$ cat src/rtl/map_draw.sv
// Tile-map read path: turns VGA raster position into a tile RAM read and maps
// the returned tile code to a 12-bit colour, with blinking player heads.
module map_draw #(
  parameter int MAP_W      = 64,
  parameter int MAP_H      = 48,
  parameter int TILE_LOG2  = 4,
  parameter int BLINK_LOG2 = 5
) (
  input  logic        clk,
  input  logic        rst,
  input  logic [10:0] vcount_in,
  input  logic        vsync_in,
  input  logic        vblnk_in,
  input  logic [10:0] hcount_in,
  input  logic        hsync_in,
  input  logic        hblnk_in,
  output logic [11:0] map_addr,
  input  logic [1:0]  map_data,
  input  logic [5:0]  p1_head_x,
  input  logic [5:0]  p1_head_y,
  input  logic [5:0]  p2_head_x,
  input  logic [5:0]  p2_head_y,
  output logic [10:0] vcount_out,
  output logic        vsync_out,
  output logic        vblnk_out,
  output logic [10:0] hcount_out,
  output logic        hsync_out,
  output logic        hblnk_out,
  output logic [11:0] rgb_out
);

  localparam logic [BLINK_LOG2:0] CNT_ONE = 1;

  logic [10:0] tx, ty;
  logic        in_map, head_hit;
  logic [11:0] addr_c;

  logic [10:0] s1_vcount, s1_hcount;
  logic        s1_vsync, s1_vblnk, s1_hsync, s1_hblnk, s1_in_map, s1_head;
  logic        s2_in_map, s2_head;

  logic [BLINK_LOG2:0] frame_cnt;
  logic                vblnk_prev;

  always_comb begin
    tx       = hcount_in >> TILE_LOG2;
    ty       = vcount_in >> TILE_LOG2;
    in_map   = (tx < 11'(MAP_W)) && (ty < 11'(MAP_H));
    addr_c   = 12'(ty) * 12'(MAP_W) + 12'(tx);
    head_hit = (tx == 11'(p1_head_x) && ty == 11'(p1_head_y)) ||
               (tx == 11'(p2_head_x) && ty == 11'(p2_head_y));
  end

  always_ff @(posedge clk or posedge rst) begin
    if (rst) begin
      map_addr   <= '0;
      s1_vcount  <= '0;
      s1_vsync   <= 1'b0;
      s1_vblnk   <= 1'b0;
      s1_hcount  <= '0;
      s1_hsync   <= 1'b0;
      s1_hblnk   <= 1'b0;
      s1_in_map  <= 1'b0;
      s1_head    <= 1'b0;
      vcount_out <= '0;
      vsync_out  <= 1'b0;
      vblnk_out  <= 1'b0;
      hcount_out <= '0;
      hsync_out  <= 1'b0;
      hblnk_out  <= 1'b0;
      s2_in_map  <= 1'b0;
      s2_head    <= 1'b0;
      vblnk_prev <= 1'b0;
      frame_cnt  <= '0;
    end else begin
      map_addr   <= in_map ? addr_c : 12'd0;
      s1_vcount  <= vcount_in;
      s1_vsync   <= vsync_in;
      s1_vblnk   <= vblnk_in;
      s1_hcount  <= hcount_in;
      s1_hsync   <= hsync_in;
      s1_hblnk   <= hblnk_in;
      s1_in_map  <= in_map;
      s1_head    <= head_hit;
      vcount_out <= s1_vcount;
      vsync_out  <= s1_vsync;
      vblnk_out  <= s1_vblnk;
      hcount_out <= s1_hcount;
      hsync_out  <= s1_hsync;
      hblnk_out  <= s1_hblnk;
      s2_in_map  <= s1_in_map;
      s2_head    <= s1_head;
      vblnk_prev <= vblnk_in;
      if (vblnk_in && !vblnk_prev) frame_cnt <= frame_cnt + CNT_ONE;
    end
  end

  // map_data arrives together with the stage-2 registers, so colour is decoded
  // combinationally from them to keep the total latency at two clocks.
  always_comb begin
    rgb_out = 12'h000;
    if (!(hblnk_out || vblnk_out) && s2_in_map) begin
      if (s2_head && frame_cnt[BLINK_LOG2] && (map_data == 2'd1 || map_data == 2'd2))
        rgb_out = 12'hfff;
      else begin
        case (map_data)
          2'd0:    rgb_out = 12'h000;
          2'd1:    rgb_out = 12'hf0f;
          2'd2:    rgb_out = 12'h0f0;
          default: rgb_out = 12'h00f;
        endcase
      end
    end
  end

endmodule
$ cat config.mk
export PLATFORM = sky130hd
export DESIGN_NAME = map_draw
export DESIGN_NICKNAME = d
export VERILOG_FILES = /design/src/rtl/map_draw.sv
export SDC_FILE = /design/constraint.sdc
export NUM_CORES = 1
export LEC_CHECK = 0
export BUFFER_PORTS_ARGS = -buffer_cell sky130_fd_sc_hd__buf_2
export CORE_UTILIZATION = 30
export CTS_BUF_LIST = sky130_fd_sc_hd__clkbuf_4
export DETAILED_ROUTE_END_ITERATION = 10
export PLACE_DENSITY = 0.53
export SLEW_MARGIN = 20
export SYNTH_ARGS = -nofsm -noshare
export SYNTH_HDL_FRONTEND = slang
export SYNTH_SLANG_ARGS = --single-unit
$ cat constraint.sdc
create_clock -name clk -period 4.3 [get_ports clk]
set_input_delay 0 -clock clk [delete_from_list [all_inputs] [get_ports clk]]
set_output_delay 0 -clock clk [all_outputs]
set_load 0.01 [all_outputs]
==> metrics.txt, run 1 <==
status=finished clean; root buf cell=clkbuf_4; flip-flop and latch area=1852 sq um; core area=8217 sq um; FF-to-FF Start=vblnk_prev$_DFF_PP0_; reg2reg end=frame_cnt[5]$_DFFE_PP0P_; layout cells sized above 1=39.80%; Slew HR=~41%; CTS Hold Bufs=30; Via density=4.098; CP top delay family=buffers and inverters; Yosys reg bits=74; row count=33; Final setup viols=0; initial antenna violation count=0; RePlAce Congestion=0.6746; Top-Level Pins=104; Seq pwr share=57.8%; Critical Path AT=2560 ps; Detail Route Antenna Nets=0; Power Density=380.7 nW/um^2; Final Max Slew Viols=0; clock latency on the worst-skew pair=400 ps; most used cell, CP=dlygate4sd3_1; critical path's slowest cell=dlygate4sd3_1; Max IR drop VDD=~0.15 mV; final wirelength=5145 microns; die width=94.17 microns; Hold Path Cell Cnt=2; post-synth top area share=between 70 and 80%; CTS sink cnt=74; H-tree levels=3; Worst Hold End=s1_vcount[0]$_DFF_PP0_; total number of vias=1676; Comb power frac=12.5%; Post-Place Cells=roughly 360; number of remaining DRC errors=0; Main synth FF type=dfrtp_1; wire length per cell=12.58 microns; final worst path period share=51.26%; Netlist Area Pre-Place=2549 sq um; Post-CTS Setup Inserts=0; clk_skew=13.44 ps; hold wc startpoint=vcount_in[0]; Area Overhead vs Synth=39.22%; FF-to-FF path depth=4; number of synthesized flops with an enable pin=0; setup_tns=0 ps; Crit path largest cell delay=580 ps; Net count, final=360; min Tclk post-route=2204 ps; CTS Buffer Depth=2; die area=8868 sq um; R2R Setup Slk=3050 ps; critical path required time=4650 ps; fill cell total of the finished layout=between 700 and 800; f_max=between 400 and 500 MHz; post-synthesis average cell area=15.35 sq um; Worst-Margin Slew=888.7 ps; max-cap violations=0; I/O Buffers=103; post-synthesis sequential area ratio=between 70% and 80%; starting density of the core=just over 30%; GRT Overall Usage=12.91%; worst setup margin=between 2000 and 2500 ps; crit end category=register; post-cts gate resize count=0; global-route wire length before repair=8204 microns; largest net degree at the start of global routing=between 70 and 80; CP Max Fanout=6; die height=~94 microns; Clock Power Share=roughly 30%; startpoint types=input port; post-synth cell types=28; sw frac=between 20% and 30%; First-pass DRT Iterations=4; Synth Net Count=226; DRT iter0 DRCs=44; Post-synth ARST share=100.0%; CTS clock-pin slew for the worst setup and hold paths=120 ps; CP cell instances=dlygate4sd3_1 -> buf_2 -> xor2_1 -> nor4_1 -> nand4_1 -> dlygate4sd3_1 -> o21ai_1 -> dlygate4sd3_1; Ant. Diodes=0; Hold Fails Final Rpt=0; Pint=~1.0 mW; largest cells by area after synthesis=dfrtp_1, xor2_1, xnor2_1; Cell Count, Final, Fillers Out=409; DP Worst Slack=3059 ps; number of global-route vias before repair=approximately 1700; CTS tree=yes; synth warn=0; Syn Inst Count=166; Multi-input gate area=599.3 sq um; CP Class=in2reg; DP Wirelength=3607 microns; WP buf/inv=4; total gr overflow=0; LEAKAGE=1.804 nW; Hold WC Path Type=in2reg; TritonCTS Buffers=9; leading area contributor after synthesis=dfrtp_1; RSZ-0062 raised after global routing=no; final core utilization=a little over two fifths; Switch Pwr=0.3407 mW
## per-stage QoR
| stage | cell area (sq um) | hold slack [ps] | power, mW |
|---|---|---|---|
| floorplan | 2549 | 31.43 | 0.8750 |
| global placement | 3122 | 109.1 | 0.9450 |
| detailed placement | 3122 | 112.1 | 0.9505 |
| CTS | 3548 | 194.9 | 1.379 |
| global route | 3548 | 198.7 | 1.435 |
| finish | 3548 | 233.4 | 1.351 |
## kinds of logic (layout without fill, tap and decap cells)
family / count (synthesis) / count (layout) / synth area share [%]
flip-flops: 74 / 74 / 72.66
multiplexers: 1 / 1 / 0.4418
AO/OA/AOI/OAI: 6 / 6 / 1.669
AND/OR/NAND/NOR: 32 / 32 / 7.168
adder cells (fa/ha/maj): 6 / 6 / 2.945
buffers and inverters: 15 / 153 / 3.829
XOR/XNOR: 32 / 32 / 11.29
## worst register-to-register path, cell delays in order (launching register included)
cell and delay [ps]:
dfrtp_1 390, nor2b_1 300, nand4_1 200, nor2_1 160, xor2_1 140
## power groups by stage
stage	Sequential, mW	Clock (mW)	Combinational, mW
CTS	0.782	0.422	0.175
floorplan	0.800	0	0.0753
global placement	0.795	0	0.150
global route	0.790	0.454	0.192
detailed placement	0.796	0	0.155
finish	0.781	0.400	0.169
## sequential cells by signal (all words and copies together) (netlist names)
name / count
vblnk_prev: 1
hblnk_out: 1
s1_hcount: 11
map_addr: 12
s1_hblnk: 1
s1_in_map: 1
vblnk_out: 1
frame_cnt: 6
hcount_out: 11
vcount_out: 11
s1_vcount: 11
s1_head: 1
s1_hsync: 1
s2_head: 1
s2_in_map: 1
hsync_out: 1
vsync_out: 1
s1_vsync: 1
## final cells by class
class	count	share of cell area, %
clock inverter	6	1.657
clock buffer	9	1.904
inverter	4	0.4584
tap	105	3.702
timing repair buffer	134	23.20
multi-input combinational	77	16.89
sequential	74	52.19
## synth_stat cells, types with 2 or more instances
library cell	count
nor2_1	5
xor2_1	21
nand4_1	5
xnor2_1	10
nor4_1	3
buf_4	9
nand2_1	2
nor3_1	2
and2_1	8
nand3_1	2
inv_1	3
dfrtp_1	74
o21a_1	2
ha_1	6
## worst max path at each step
stage / from / endpoint / slack [ps] / depth (start not counted)
global placement: vblnk_prev$_DFF_PP0_ / frame_cnt[5]$_DFFE_PP0P_ / 3080 / 4
global route: vcount_in[5] / s1_head$_DFF_PP0_ / 1960 / 8
detailed placement: vblnk_prev$_DFF_PP0_ / frame_cnt[5]$_DFFE_PP0P_ / 3060 / 4
finish: vcount_in[5] / s1_head$_DFF_PP0_ / 2100 / 8
CTS: vcount_in[5] / s1_head$_DFF_PP0_ / 2120 / 8
floorplan: rst / frame_cnt[0]$_DFFE_PP0P_ / 2420 / 1
## routing by layer
layer	share of wire, %	up-vias	routed length [microns]	track usage [%]
met5	0	-	0	0
met4	1.7	0	85	7.308
met3	7.7	9	395	4.207
met2	48	68	2492	19.81
met1	42	802	2171	15.90
li1	-	797	-	-
## cells in the final DEF, fill, tap and decap left out, types with 2 or more instances in the layout
master,Yosys,layout
nand4_1,5,5
clkinv_2,0,3
xnor2_1,10,10
nand3_1,2,2
xor2_1,21,21
dfrtp_1,74,74
ha_1,6,6
nor3_1,2,2
nor2_1,5,5
nand2_1,2,2
o21a_1,2,2
nor4_1,3,3
inv_1,3,2
buf_2,0,103
and2_1,8,8
clkbuf_4,0,9
dlygate4sd3_1,0,30
clkinvlp_4,0,2
Power figures use the tool's default switching activity.
==> run 2, diff against run 1 <==
- ABC_AREA: default -> 1
- PLACE_DENSITY: 0.53 -> 0.54
- clock period: 4.3 -> 1.94 ns (I/O delays scaled with it)
==> run 2 against run 1 <==
Compared with the run above:
- the run now ends with design-rule violations left
- hold slack got worse by 130 ps
- critical path depth grew 1
- via count increased by 24%
- power increased by 130%
- die area is 7.6% higher
- synthesized cell count rose by 58%
- sequential power is 120% higher
- sequential share of layout area shrank 3.9 points
- synthesized area rose by 7.8%
- combinational power increased to 2.6 times the previous value
- worst setup slack got worse by 2000 ps
- final cell count increased by 25%
- critical endpoint unchanged
- largest cell class unchanged
- largest power group unchanged
- highest routed layer unchanged
==> metrics.txt, run 2 <==
I/O Buffers=103 (unchanged); DRT iter0 DRCs=48 (was 44); root buf cell=clkbuf_4 (unchanged); Hold Fails Final Rpt=0 (unchanged); most frequent cells in the layout=buf_2, dfrtp_1, nand2_1 (was buf_2, dfrtp_1, dlygate4sd3_1); Netlist Area Pre-Place=2746 sq um (was 2549 sq um); H-tree levels=3 (unchanged); CTS Buffer Depth=2 (unchanged); clk_skew=11.13 ps (was 13.44 ps); post-synthesis average cell area=10.48 sq um (was 15.35 sq um); Top-Level Pins=104 (unchanged); TritonCTS Buffers=9 (unchanged); min Tclk post-route=roughly 1900 ps; synth warn=0 (unchanged); total gr overflow=0 (unchanged); core area=8806 sq um (was 8217 sq um); Main synth FF type=dfrtp_1 (unchanged); Worst-Margin Slew=625.9 ps (was 888.7 ps); max-cap violations=0 (unchanged); First-pass DRT Iterations=8 (was 4); CTS tree=yes (unchanged); final core utilization=43.58% (was 43.19%); crit end category=register (unchanged); wire length per cell=11.06 microns (was 12.58 microns); clock latency on the worst-skew pair=410 ps (was 400 ps); Hold WC Path Type=in2reg (unchanged); final wirelength=5652 microns (was 5145 microns); top post-synthesis cells by count=dfrtp_1, nand2_1, nor2_1 (was dfrtp_1, xor2_1, xnor2_1); Post-CTS Setup Inserts=0 (unchanged); RSZ-0062 raised after global routing=no (unchanged); Max IR drop VDD=0.2715 mV (was 0.1519 mV); failing checks=design-rule violations; largest net degree at the start of global routing=75 (unchanged); max reg flops=12 (unchanged); largest cells by area after synthesis=dfrtp_1, nand2_1, nor2_1 (was dfrtp_1, xor2_1, xnor2_1); Top reg by flops=map_addr (unchanged); Critical Path AT=2220 ps (was 2560 ps); Power Density=795.6 nW/um^2 (was 380.7 nW/um^2); Detail Route Antenna Nets=0 (unchanged); f_max=534.6 MHz; critical path required time=2290 ps (was 4650 ps); RePlAce Congestion=0.8103 (was 0.6746); Area Overhead vs Synth=39.73% (was 39.22%); startpoint types=input port (unchanged); DP Wirelength=3987 microns (was 3607 microns); critical path's slowest cell=dlygate4sd3_1 (unchanged); LEAKAGE=2.101 nW (was 1.804 nW); CTS clock-pin slew for the worst setup and hold paths=110 ps (was 120 ps); CP cell instances=dlygate4sd3_1 -> buf_6 -> xnor2_1 -> nand2_1 -> dlygate4sd3_1 -> nor2_1 -> nand2_1 -> dlygate4sd3_1 -> nand2_1 (was dlygate4sd3_1 -> buf_2 -> xor2_1 -> nor4_1 -> nand4_1 -> dlygate4sd3_1 -> o21ai_1 -> dlygate4sd3_1); GRT Overall Usage=12.86% (was 12.91%); setup_tns=0 ps (unchanged); final worst path period share=96.42%; Post-synth ARST share=100.0% (unchanged); CP Max Fanout=6 (unchanged); number of synthesized flops with an enable pin=0 (unchanged); number of global-route vias before repair=2009 (was 1715); total power=3.053 mW (was 1.351 mW); die height=97.68 microns (was 94.17 microns); fill cell total of the finished layout=868 (was 789); Crit path largest cell delay=550 ps (was 580 ps); die area=9541 sq um (was 8868 sq um); Synth Net Count=322 (was 226); total number of vias=2077 (was 1676); Via density=4.065 (was 4.098); Slew HR=58.27% (was 40.75%); post-synthesis sequential area ratio=67.43% (was 72.66%); post-synth cell types=20 (was 28); Ant. Diodes=0 (unchanged); DR top layer=met4 (unchanged); die width=97.68 microns (was 94.17 microns); Final Hold Slack=108.2 ps (was 233.4 ps); most common cell in the netlist=dfrtp_1 (unchanged); met3 wire len=333 microns (was 395 microns); Syn Inst Count=262 (was 166); starting density of the core=31.19% (was 31.02%); post-synth top area share=67.43% (was 72.66%); row count=34 (was 33); CP Class=in2reg (unchanged); Final setup viols=0 (unchanged); met1 wire length=2572 microns (was 2171 microns); layout cells sized above 1=33.50% (was 39.80%); CTS sink cnt=74 (unchanged); Yosys reg bits=74 (unchanged); initial antenna violation count=0 (unchanged); commonest non-fill, non-tap cell in the layout=buf_2 (unchanged); Final Max Slew Viols=0 (unchanged); number of remaining DRC errors=20 (was 0); metal2 WL=2655 microns (was 2492 microns); Net count, final=460 (was 360); leading area contributor after synthesis=dfrtp_1 (unchanged); global-route wire length before repair=9273 microns (was 8204 microns); status=finished, violations left (was finished clean)
run 2: cell types whose count changed in the layout (fill, tap and decap cells not counted), sizes merged, moves of 5 or more:
cell / change
nor2: +27
xnor2: -5
a21oi: +6
and2: -8
xor2: -18
nand2: +68
inv: +35
run 2: path summary, 6_finish.rpt:
path	from	to	slack [ps]	depth (start not counted)
worst min-delay path	vcount_in[7]	map_addr[9]$_DFF_PP0_	110	3
worst min register to register	s1_vcount[8]$_DFF_PP0_	vcount_out[8]$_DFF_PP0_	350	0
min in group asynchronous	rst	hcount_out[3]$_DFF_PP0_	190	4
max in group asynchronous	rst	s1_vcount[8]$_DFF_PP0_	1420	4
worst max register to register	vblnk_prev$_DFF_PP0_	frame_cnt[5]$_DFFE_PP0P_	890	6
worst max-delay path	vcount_in[6]	s1_head$_DFF_PP0_	70	9
run 2: cells by family after synthesis:
| group | Yosys count | share of synthesized area [%] |
|---|---|---|
| and+or+nand+nor | 112 | 16.72 |
| DFF | 74 | 67.43 |
| buffers and inverters | 52 | 8.474 |
| AOI/OAI and AO/OA | 9 | 1.777 |
| xor gates and xnor gates | 9 | 2.870 |
| adders and majority gates | 6 | 2.733 |
run 2: power by group:
group	total, mW	internal (mW)	leakage [nW]	switching [mW]
Sequential	1.72	1.66	0.894	0.0615
Combinational	0.433	0.205	1.14	0.228
Clock	0.896	0.377	0.0615	0.519
run 2: layer usage:
| layer | GRT usage [%] | vias to the layer above |
|---|---|---|
| met2 | 19.69 | 81 |
| li1 | - | 1046 |
| met3 | 3.525 | 8 |
| met4 | 6.527 | 0 |
| met5 | 0 | - |
| met1 | 16.67 | 942 |
run 2: worst max-delay path, delay by kind of cell:
| family | cells | cell delay (ps) |
|---|---|---|
| AND/OR/NAND/NOR | 4 | 290 |
| buffers and inverters | 4 | 1780 |
| XOR/XNOR | 1 | 150 |
run 2: layout make-up:
cell class	instances	area, sq um	area share, %
clock buffer	9	67.56	1.761
clock inverter	5	57.56	1.500
inverter	42	161.4	4.206
multi-input combinational	136	676.9	17.64
sequential	74	1852	48.26
tap	108	135.1	3.521
timing repair buffer	137	887.1	23.12
run 2: through the flow:
step	cell area [sq um]	worst slack, ps	cells
2_1_floorplan	2746	58.38	262
3_3_place_gp	3343	778.0	464
3_5_place_dp	3343	776.4	464
4_1_cts	3799	34.07	511
5_1_grt	3837	6.407	511
6_report	3837	69.38	511
run 2: repair_timing:
action	CTS	global route
hold buffers	33	2
endpoints found under the hold margin	114	2
setup endpoints to repair	0	1
gates resized for setup	0	8
